$ cat src/rtl/proc_pkg.sv
// Shared definitions for the processor control unit: opcodes, bus-select codes,
// FSM state encoding and instruction-field positions.
package proc_pkg;

    localparam logic [2:0] OP_MV   = 3'b000;
    localparam logic [2:0] OP_MVI  = 3'b001;
    localparam logic [2:0] OP_ADD  = 3'b010;
    localparam logic [2:0] OP_SUB  = 3'b011;
    localparam logic [2:0] OP_LD   = 3'b100;
    localparam logic [2:0] OP_ST   = 3'b101;
    localparam logic [2:0] OP_MVNZ = 3'b110;
    localparam logic [2:0] OP_RSV  = 3'b111;

    localparam logic [3:0] SEL_PC   = 4'd7;
    localparam logic [3:0] SEL_G    = 4'd8;
    localparam logic [3:0] SEL_DIN  = 4'd9;
    localparam logic [3:0] SEL_NONE = 4'd15;

    localparam int IR_OP_HI = 8;
    localparam int IR_OP_LO = 6;
    localparam int IR_RX_HI = 5;
    localparam int IR_RX_LO = 3;
    localparam int IR_RY_HI = 2;
    localparam int IR_RY_LO = 0;

    typedef enum logic [2:0] {
        S_IDLE,
        S_F0,
        S_FW,
        S_F2,
        S_T3,
        S_T4,
        S_TW,
        S_T5
    } state_t;

endpackage

$ cat src/rtl/proc_wait_counter.sv
// Memory wait-state counter shared by the fetch and execute wait states;
// zero_o tells the FSM the last wait cycle has been reached.
module proc_wait_counter #(
    parameter int MEM_LAT = 1
) (
    input  logic clk_i,
    input  logic rst_ni,
    input  logic wait_i,
    output logic zero_o
);

    localparam int CW = (MEM_LAT > 1) ? $clog2(MEM_LAT) : 1;
    localparam logic [CW-1:0] LOAD = CW'(MEM_LAT - 1);

    logic [CW-1:0] cnt_q, cnt_d;

    assign zero_o = (cnt_q == '0);

    // Preloaded on every non-wait cycle so a wait state always starts full.
    always_comb begin
        cnt_d = LOAD;
        if (wait_i && !zero_o) begin
            cnt_d = cnt_q - 1'b1;
        end
    end

    always_ff @(posedge clk_i) begin
        if (!rst_ni) begin
            cnt_q <= LOAD;
        end else begin
            cnt_q <= cnt_d;
        end
    end

endmodule

$ cat src/rtl/proc_control.sv
// Instruction-sequencing control unit: fetches into IR, decodes, and steps a
// Moore FSM that drives every datapath strobe with a one-cycle Done per instruction.
module proc_control
    import proc_pkg::*;
#(
    parameter int DW      = 16,
    parameter int IW      = 9,
    parameter int MEM_LAT = 1
) (
    input  logic          Clock,
    input  logic          Resetn,
    input  logic          Run,
    input  logic [DW-1:0] DIN,
    input  logic          GNZ,
    output logic [7:0]    Rin,
    output logic          Ain,
    output logic          Gin,
    output logic          AddSub,
    output logic [3:0]    BusSel,
    output logic          ADDRin,
    output logic          DOUTin,
    output logic          W_D,
    output logic          IncrPC,
    output logic          Done
);

    state_t        state_q, state_d;
    logic [IW-1:0] ir_q, ir_d;
    logic [2:0]    op, rx, ry;
    logic          in_wait, wait_zero, last_cycle;
    logic          unused_din;

    assign unused_din = ^DIN[DW-1:IW];

    assign op = ir_q[IR_OP_HI:IR_OP_LO];
    assign rx = ir_q[IR_RX_HI:IR_RX_LO];
    assign ry = ir_q[IR_RY_HI:IR_RY_LO];

    assign in_wait = (state_q == S_FW) || (state_q == S_TW);
    assign ir_d    = (state_q == S_F2) ? DIN[IW-1:0] : ir_q;

    // Final execute cycle of the current instruction; shared by Done and sequencing.
    assign last_cycle = (state_q == S_T5)
                     || ((state_q == S_T4) && (op == OP_ST))
                     || ((state_q == S_T3) && ((op == OP_MV) || (op == OP_MVNZ) || (op == OP_RSV)));

    proc_wait_counter #(
        .MEM_LAT (MEM_LAT)
    ) u_wait (
        .clk_i  (Clock),
        .rst_ni (Resetn),
        .wait_i (in_wait),
        .zero_o (wait_zero)
    );

    always_ff @(posedge Clock) begin
        if (!Resetn) begin
            state_q <= S_IDLE;
            ir_q    <= '0;
        end else begin
            state_q <= state_d;
            ir_q    <= ir_d;
        end
    end

    always_comb begin
        state_d = state_q;
        if (last_cycle) begin
            state_d = Run ? S_F0 : S_IDLE;
        end else begin
            unique case (state_q)
                S_IDLE: state_d = Run ? S_F0 : S_IDLE;
                S_F0:   state_d = S_FW;
                S_FW:   state_d = wait_zero ? S_F2 : S_FW;
                S_F2:   state_d = S_T3;
                S_T3:   state_d = ((op == OP_MVI) || (op == OP_LD)) ? S_TW : S_T4;
                S_T4:   state_d = S_T5;
                S_TW:   state_d = wait_zero ? S_T5 : S_TW;
                default: state_d = S_IDLE;
            endcase
        end
    end

    always_comb begin
        Rin    = '0;
        Ain    = 1'b0;
        Gin    = 1'b0;
        AddSub = 1'b0;
        BusSel = SEL_NONE;
        ADDRin = 1'b0;
        DOUTin = 1'b0;
        W_D    = 1'b0;
        IncrPC = 1'b0;
        Done   = last_cycle;
        unique case (state_q)
            S_F0: begin
                BusSel = SEL_PC;
                ADDRin = 1'b1;
                IncrPC = 1'b1;
            end
            S_T3: begin
                unique case (op)
                    OP_MV: begin
                        BusSel = {1'b0, ry};
                        Rin    = 8'b1 << rx;
                    end
                    OP_MVI: begin
                        BusSel = SEL_PC;
                        ADDRin = 1'b1;
                        IncrPC = 1'b1;
                    end
                    OP_ADD, OP_SUB: begin
                        BusSel = {1'b0, rx};
                        Ain    = 1'b1;
                    end
                    OP_LD, OP_ST: begin
                        BusSel = {1'b0, ry};
                        ADDRin = 1'b1;
                    end
                    OP_MVNZ: begin
                        if (GNZ) begin
                            BusSel = {1'b0, ry};
                            Rin    = 8'b1 << rx;
                        end
                    end
                    default: ;
                endcase
            end
            S_T4: begin
                if (op == OP_ST) begin
                    BusSel = {1'b0, rx};
                    DOUTin = 1'b1;
                    W_D    = 1'b1;
                end else begin
                    BusSel = {1'b0, ry};
                    Gin    = 1'b1;
                    AddSub = (op == OP_SUB);
                end
            end
            S_T5: begin
                BusSel = ((op == OP_ADD) || (op == OP_SUB)) ? SEL_G : SEL_DIN;
                Rin    = 8'b1 << rx;
            end
            default: ;
        endcase
    end

endmodule

$ cat config.mk
export PLATFORM = sky130hd
export DESIGN_NAME = proc_control
export DESIGN_NICKNAME = d
export VERILOG_FILES = /design/src/rtl/proc_pkg.sv /design/src/rtl/proc_wait_counter.sv /design/src/rtl/proc_control.sv
export SDC_FILE = /design/constraint.sdc
export NUM_CORES = 1
export LEC_CHECK = 0
export ABC_AREA = 1
export CORE_ASPECT_RATIO = 0.8
export CORE_MARGIN = 10
export CORE_UTILIZATION = 45
export DETAILED_ROUTE_END_ITERATION = 6
export PLACE_DENSITY_LB_ADDON = 0.08
export SETUP_SLACK_MARGIN = 0.4
export SYNTH_ARGS = -nofsm -noshare
export SYNTH_HDL_FRONTEND = slang
export SYNTH_SLANG_ARGS = --single-unit
$ cat constraint.sdc
create_clock -name Clock -period 1.3 [get_ports Clock]
set_input_delay 0.195 -clock Clock [delete_from_list [all_inputs] [get_ports Clock]]
set_output_delay 0.195 -clock Clock [all_outputs]
set_load 0.01 [all_outputs]
### Word-level counts from Yosys, hierarchy flattened

Index checks and enable logic that the tools add are counted.

| word-level totals | value |
|---|---|
| register bits after elaboration | 13 |
| bits in latches | 0 |
| memory bits (writable) | 0 |
| memory bits (read-only) | 0 |
| bits of input ports | 20 |
| output and inout port bits | 20 |
| word-level logic and storage cells | 61 |
| memories | 0 |

| cells by class | value |
|---|---|
| $add $sub $neg | 1 |
| multiply operators | 0 |
| div/mod/pow operators | 0 |
| $lt $le $gt $ge | 0 |
| equality and inequality tests | 14 |
| shift-type cells | 1 |
| mux-type cells | 26 |
| bitwise gates (word level) | 0 |
| reduce and logical (&&, ||, !) cells | 16 |

Operators with widths:

| cell | count |
|---|---|
| one-hot mux 4 bit (4 select lines) | 2 |
| one-hot mux 8 bit (2 select lines) | 2 |
| == test 3 bit, second input constant | 8 |
| one-hot mux 3 bit (7 select lines) | 1 |
| 2-to-1 mux 1 bit | 14 |
| == test 3 x 2 -> 1 bit, second input constant | 4 |
| 2-to-1 mux 8 bit | 1 |
| left shift 1 x 3 -> 8 bit, first input constant | 1 |
| logical OR 1 bit | 7 |
| == test 3 x 1 -> 1 bit, second input constant | 2 |
| zero test 3 bit | 2 |
| 2-to-1 mux 3 bit | 2 |
| OR reduction 3 bit | 2 |
| 2-to-1 mux 4 bit | 1 |
| one-hot mux 1 bit (2 select lines) | 2 |
| logical AND 1 bit | 3 |
| 2-to-1 mux 2 bit | 1 |
| AND reduction 2 bit | 1 |
| OR reduction 2 bit | 1 |
| subtractor 1 bit, second input constant | 1 |

### Logic depth before layout (Yosys ltp)

Gate-level depths: netlist (run 1).

| logic depth | value |
|---|---|
| word-level depth | 6 |
| gate-level depth with buffers | 9 |
| depth with buffers taken out | 8 |

### Cells and area by module

Synthesis (run 1) repeated with hierarchy kept, for this count alone.

| unflattened totals | value |
|---|---|
| cells, all modules | 205 |
| area total of the unflattened synthesis | 1,126.1 um2 |

By module, submodules not included:

| module | instances | cells each | area an instance (um2) | sequential area each (um2) |
|---|---|---|---|---|
| proc_control | 1 | 202 | 1,098.6 | 240.2 |
| proc_wait_counter | 1 | 3 | 27.5 | 20.0 |

### Least setup slack after synthesis (run 1)

OpenSTA, ideal clock, no wires.

| path | value |
|---|---|
| path kind | register -> output |
| start point | register state_q[2] |
| end point | output port Rin[0] |
| arrival | 1.103 ns |
| required time | 1.105 ns |
| path slack | 0.002 ns |
| cell stages (with the launch flop) | 6 |
| buffers on the path | 1 |
| cell sequence | dfxtp_1 > buf_2 > inv_1 > nor2_2 > inv_1 > o21ai_0 |

| on the way | value |
|---|---|
| longest elaborated chain between the ends | 2 |
| elaborated cells between the ends (all ways) | 3 |
| classes of those cells | eq/ne (2); mux (1) |

Ends and longest elaborated chain:

| item | line | source |
|---|---|---|
| from (decl) | proc_control.sv:27 | `state_t state_q, state_d;` |
| from (signal assigned) | proc_control.sv:61 | `state_q <= state_d;` |
| == test 3 bit | proc_control.sv:95 | `unique case (state_q)` |
| one-hot mux 8 bit (2 select lines) * | proc_control.sv:95 |  |
| to (decl) | proc_control.sv:15 | `output logic [7:0] Rin,` |

Mark *: on every way between the ends. The rest lies on a longest branch, timed or not.

### Worst setup path after layout (run 1)

| path | value |
|---|---|
| start point | register ir_q[6] |
| end point | output port Rin[3] |

| on the way | value |
|---|---|
| longest elaborated chain between the ends | 3 |
| elaborated cells between the ends (all ways) | 4 |
| classes of those cells | eq/ne (1); mux (2); reduce/logical (1) |

Ends and longest elaborated chain:

| item | line | source |
|---|---|---|
| from (decl) | proc_control.sv:28 | `logic [IW-1:0] ir_q, ir_d;` |
| from (signal assigned) | proc_control.sv:62 | `ir_q <= ir_d;` |
| == test 3 bit / zero test 3 bit (equally long branches) | proc_control.sv:102 | `unique case (op)` |
| one-hot mux 8 bit (2 select lines) * | proc_control.sv:102 |  |
| one-hot mux 8 bit (2 select lines) * | proc_control.sv:95 |  |

Marked as above.

==> run metrics, run 1 <==
commonest non-fill, non-tap cell in the layout buf_4; Antenna Nets Post-Route 0; CP cell instances nor2_4 > nand2_2 > o21ai_1 > nand2_1 > o21ai_2 > buf_2; first-pass GRT wire length 7470 um; post-synthesis net count 219; Critical Path AT 1.65 ns; Slew Viols, Final 0; Worst Setup Start Kind flop; vias in the first global route 1551; drt pass-1 iters 5; commonest cells after routing, fill and taps aside buf_4 (45), nand2_1 (35), o21ai_2 (20); crit path time final 1.84 ns; Avg Inst Size Synth 5.75 um^2; RSZ-0062 raised after global routing true; Seq/Total Area, Yosys 22.7%; switching part of the total 42.2%; I/O pins 40; largest net degree at the start of global routing 17; placed insts 298; Site Rows 16; H-tree depth 1; final worst path period share 142%; Synth area leader dfxtp_1; Leak Pwr 0.987 nW; vias after detailed routing 1941; Comb power frac 50.9%; Initial Utilization 46.9%; Longest Clk Path Bufs 2; diodes inserted 0; smallest setup slack after layout -0.541 ns; final WL 6650 um; PD cells 691 nW/um^2; worst hold slack 0.497 ns; Area Growth Syn to Fin 99.5%; DP HPWL 3070 um; Core ar. 2440 um^2; post-synth top area share 22.7%; I/O Buffers 32; largest fanout on the critical path 6; drt drc 0; clk slew on worst S/H paths 0.09 ns; Max IR drop VDD 0.000824 V; Crit path max-delay family simple AND/OR/NAND/NOR gates; Util after Layout 93.5%; Hold Fails Final Rpt 0; sequential share of power 31.8%; Final Net Count 305; wire per inst 20.8 um; Final setup viols 23; GRT Total Usage 17.7%; Die ar. 4970 um^2; Worst setup EP type primary output; Detailed Route Iter0 Violations 279; CP Data Required Time 1.11 ns; Psw 0.000666 W; Worst Hold Class primary input to flop; clk_lat worst skew 0.29 ns; GP Congestion 0.914; Die Width 76.4 um; failing checks setup timing; Post-Layout Cell Count 320; Seq cells post-synth 13; CTS tree built; slowest cell on the critical path dfxtp_4; final setup skew 0.00381 ns; die height 65.1 um; top cells by area, synth dfxtp_1 (23%), nand2_1 (16%), o21ai_0 (12%), nor2_1 (8.2%), inv_1 (7.9%); max cap viols 0; TritonCTS buffer count 3; Root Buffer clkbuf_4; Buffers & Inverters on Critical Path 1; Synth Instances 199; worst setup path class flop to primary output; Fmax achieved 543 MHz; filler cell count 92; synth unique cells 26; Max stage delay on crit path 0.40 ns; TritonCTS Sinks 13; initial antenna violation count 0; Clock power frac 17.3%; share of layout cells above drive strength 1 62.7%; Post-CTS Hold Fix Bufs 0; status complete, but fails checks; drt via density 6.07; Int Pwr 0.000912 W; synthesized area 1140 um^2; Yosys warning count 0; GRT overflow 0
## power groups by stage
stage | clock network, W | registers, W | logic (W)
after detailed placement | 0 | 0.000492 | 0.000540
after global placement | 0 | 0.000490 | 0.000526
after CTS | 0.000262 | 0.000494 | 0.000633
after floorplan | 0 | 0.000469 | 0.000304
final | 0.000273 | 0.000502 | 0.000804
after global routing | 0.000283 | 0.000504 | 0.000832
## flip-flops by register name, summed over array words and instances (netlist names)
register,cells
u_wait.cnt_q,1
state_q,3
ir_q,9
## tightest hold or removal path: stages
cell and delay (ns):
clkdlybuf4s50_1 0.41, o21ai_2 0.11, a21oi_1 0.04
## layer usage
layer / up-vias / global-route usage (%) / part of all wire [%]
met5: - / 0 / 0
met4: 0 / 6.48 / 7.1
met3: 74 / 2.99 / 11
met2: 193 / 29.9 / 45
met1: 862 / 22.5 / 36
li1: 812 / - / -
## through the flow
step | area, um^2 | total power, W | setup TNS, ns | worst slack, ns
finish | 2280 | 0.00158 | -8.41 | -0.541
global route | 2280 | 0.00162 | -9.26 | -0.604
CTS | 2090 | 0.00139 | -5.67 | -0.335
detailed placement | 1870 | 0.00103 | -10.03 | -0.643
global placement | 1870 | 0.00102 | -9.18 | -0.545
floorplan | 1280 | 0.000773 | 0 | 0.111
## final timing paths
| check | start | endpoint | slack (ns) | cells past startpoint |
|---|---|---|---|---|
| setup / recovery | ir_q[6]$_SDFFE_PN0N_ | Rin[3] | -0.54 | 6 |
| hold / removal | DIN[8] | ir_q[8]$_SDFFE_PN0N_ | 0.50 | 3 |
| setup reg to reg | ir_q[7]$_SDFFE_PN0N_ | state_q[0]$_SDFF_PN0_ | -0.32 | 11 |
| hold reg to reg | ir_q[1]$_SDFFE_PN0N_ | ir_q[1]$_SDFFE_PN0N_ | 0.64 | 2 |
## timing repair
| action | CTS | global route |
|---|---|---|
| gates resized for setup | 157 | 35 |
| cloned | 2 | 1 |
| setup buffers | 8 | 7 |
| setup endpoints to repair | 32 | 32 |
| pin swaps | 25 | 15 |
## cell families after synthesis
group / count (synthesis) / synth area share [%]
other: 1 / 0.328
AO/OA/AOI/OAI: 44 / 20.9
buffers and inverters: 36 / 14.6
flip-flops: 13 / 22.7
AND/OR/NAND/NOR: 105 / 41.4
## layout make-up
| class | instances | area (um^2) | share of cell area, % |
|---|---|---|---|
| multi-input cells | 152 | 1050 | 46.2 |
| repair buffers | 87 | 734 | 32.2 |
| flip-flops and latches | 13 | 292 | 12.8 |
| inverters | 28 | 130 | 5.70 |
| well taps | 36 | 45.0 | 1.97 |
| clock buffers | 3 | 22.5 | 0.986 |
| clock inverters | 1 | 5.00 | 0.219 |
## Yosys cell counts (all sizes together)
| cell | n |
|---|---|
| buf | 7 |
| a21oi | 11 |
| o21ai | 30 |
| nor2 | 31 |
| clkbuf | 1 |
| a22oi | 1 |
| nand3 | 17 |
| conb | 1 |
| a41oi | 1 |
| inv | 28 |
| dfxtp | 13 |
| nor3 | 2 |
| nand4 | 2 |
| or2 | 1 |
| nand2 | 52 |
| o22ai | 1 |
Note: power is estimated with default switching activity, not from simulation.
==> inputs of run 2 (changes only) <==
Settings changed: SKIP_LAST_GASP set to 1.
==> run 2 against run 1 <==
Compared with the run above:
- the run still ends with setup timing left
- sequential power hardly changed
- critical path depth is 1 higher
- critical path type unchanged
- global-route usage up 0.56 points
- clock skew increased by 0.0076 ns
- worst setup slack got worse by 0.087 ns
- final area grew 3.3%
==> run metrics, run 2 (same netlist as run 1, synthesis figures left out) <==
crit path time final 1.93 ns (+0.0868 ns); final setup skew 0.0114 ns (+0.00763 ns); Post-CTS Hold Fix Bufs 0 (unchanged); max reg flops 9 (unchanged); drt drc 0 (unchanged); final worst path period share 148% (+6.7 points); vias in the first global route 1535 (-1.0%); DP HPWL 3070 um (unchanged); filler cell count 53 (-42%); clk slew on worst S/H paths 0.10 ns (about the same); Site Rows 16 (unchanged); CP cell instances nand2_1 > nor2_1 > inv_1 > o21ai_2 > nand2_1 > o21ai_2 > buf_2; vias after detailed routing 2088 (+7.6%); r2r startpoint ir_q[7]$_SDFFE_PN0N_; commonest non-fill, non-tap cell in the layout buf_4; final WL 7860 um (+18%); Worst Hold Class primary input to flop; Longest Clk Path Bufs 2 (unchanged); GRT Total Usage 18.3% (+0.56 points); Max IR drop VDD 0.000727 V (-12%); Detailed Route Iter0 Violations 281 (+0.72%); TritonCTS buffer count 3 (unchanged); largest fanout on the critical path 4 (-2); Buffers & Inverters on Critical Path 2 (+1); Antenna Nets Post-Route 0 (unchanged); drt via density 6.39 (+5.3%); Design Power 0.00168 W (+6.7%); Setup crit start ir_q[3]$_SDFFE_PN0N_; commonest cells after routing, fill and taps aside buf_4 (50), nand2_1 (37), o21ai_2 (20); Max stage delay on crit path 0.42 ns (+0.02 ns); clk_lat worst skew 0.31 ns (+0.02 ns); Die ar. 4970 um^2 (unchanged); diodes inserted 0 (unchanged); Fmax achieved 519 MHz (-4.5%); I/O Buffers 32 (unchanged); worst setup path class flop to primary output; wire per inst 24.0 um (+16%); largest net degree at the start of global routing 17 (unchanged); smallest setup slack after layout -0.627 ns (-0.0868 ns); Final setup viols 32 (+39%); Worst setup EP type primary output; status complete, but fails checks; Reg area 289 um^2 (-0.86%); slowest cell on the critical path dfxtp_2; Die Width 76.4 um (unchanged); share of layout cells above drive strength 1 62.5% (-0.13 points); Core ar. 2440 um^2 (unchanged); Leak Pwr 1.03 nW (+4.0%); Area Growth Syn to Fin 106%; drt pass-1 iters 5 (unchanged); Critical Path AT 1.73 ns (+0.08 ns); Slew Viols, Final 0 (unchanged); r2r endpoint state_q[0]$_SDFF_PN0_; CP Data Required Time 1.11 ns (about the same); Final Net Count 312 (+2.3%); Worst Setup Start Kind flop; failing checks setup timing; H-tree depth 1 (unchanged); Largest Register ir_q; GRT overflow 0 (unchanged); R2R depth 11 (unchanged); Critical path destination Rin[3]; I/O pins 40 (unchanged); first-pass GRT wire length 7580 um (+1.5%); stages on the worst setup path 7 (+1); RSZ-0062 raised after global routing true; R2R Setup Slk -0.31 ns (about the same); Multi-input gate area 1060 um^2 (+0.83%); TritonCTS Sinks 13 (unchanged); initial antenna violation count 0 (unchanged); Hold Fails Final Rpt 0 (unchanged); setup TNS -10.92 ns (-2.51 ns); Largest regs ir_q x9, state_q x3, u_wait.cnt_q x1; GP Congestion 0.914 (unchanged); Crit path max-delay family simple AND/OR/NAND/NOR gates; die height 65.1 um (unchanged); max cap viols 0 (unchanged); CTS tree built; Initial Utilization 46.9% (unchanged); PD cells 714 nW/um^2 (+3.3%); Root Buffer clkbuf_4
## run 2: changes by cell type in the layout (fill, tap and decap cells not counted), moves of 2 or more
cell	delta
buf_4	+5
nand2_4	-2
inv_1	+2
nand2_1	+2
inv_2	-2
a21oi_2	+2
nor2_1	+2
## run 2: layer usage
layer / track usage, % / routed length (um) / share of wire (%)
met4: 6.25 / 736 / 9.4
met5: 0 / 0 / 0
met1: 22.7 / 2640 / 34
met3: 3.26 / 1030 / 13
met2: 31.5 / 3460 / 44
## run 2: power breakdown
group	switching [W]	internal, W	leakage (nW)	total, W
registers	0.0000677	0.000433	0.112	0.000501
clock network	0.000173	0.000115	0.0177	0.000288
logic	0.000489	0.000406	0.897	0.000895
## run 2: area by class of cell
| class | instances | area share (%) |
|---|---|---|
| clock inverters | 1 | 0.212 |
| well taps | 36 | 1.91 |
| multi-input cells | 152 | 45.1 |
| clock buffers | 3 | 0.955 |
| flip-flops and latches | 13 | 12.3 |
| inverters | 28 | 5.52 |
| repair buffers | 94 | 34.1 |
## run 2: per-stage QoR
stage	instance area, um^2	hold slack [ns]	setup slack (ns)	cells	utilization [%]
3_3_place_gp	1870	0.526	-0.545	298	76.5
5_1_grt	2360	0.506	-0.652	327	96.6
3_5_place_dp	1870	0.525	-0.643	298	76.5
2_1_floorplan	1280	0.330	0.111	199	-
4_1_cts	2060	0.476	-0.335	312	84.5
6_report	2360	0.501	-0.627	327	96.6
## run 2: worst min-delay path by stage
stage / slack [ns] / startpoint / to / depth (start not counted)
after floorplan: 0.33 / DIN[1] / ir_q[1]$_SDFFE_PN0N_ / 2
after global placement: 0.53 / ir_q[1]$_SDFFE_PN0N_ / ir_q[1]$_SDFFE_PN0N_ / 2
after detailed placement: 0.52 / ir_q[1]$_SDFFE_PN0N_ / ir_q[1]$_SDFFE_PN0N_ / 2
after CTS: 0.48 / DIN[6] / ir_q[6]$_SDFFE_PN0N_ / 3
after global routing: 0.51 / DIN[7] / ir_q[7]$_SDFFE_PN0N_ / 3
final: 0.50 / DIN[7] / ir_q[7]$_SDFFE_PN0N_ / 3
## run 2: timing repair
action,in CTS,in global routing
buffers inserted,8,14
gates resized for setup,145,45
endpoints found under the hold margin,0,0
gates cloned,2,1
endpoints found under the setup margin,32,32
pin swaps,23,19
## run 2: worst min-delay path: cells and delay by family
kind	cells	cell delay, ns
buf+inv	1	0.42
compound gates	2	0.17
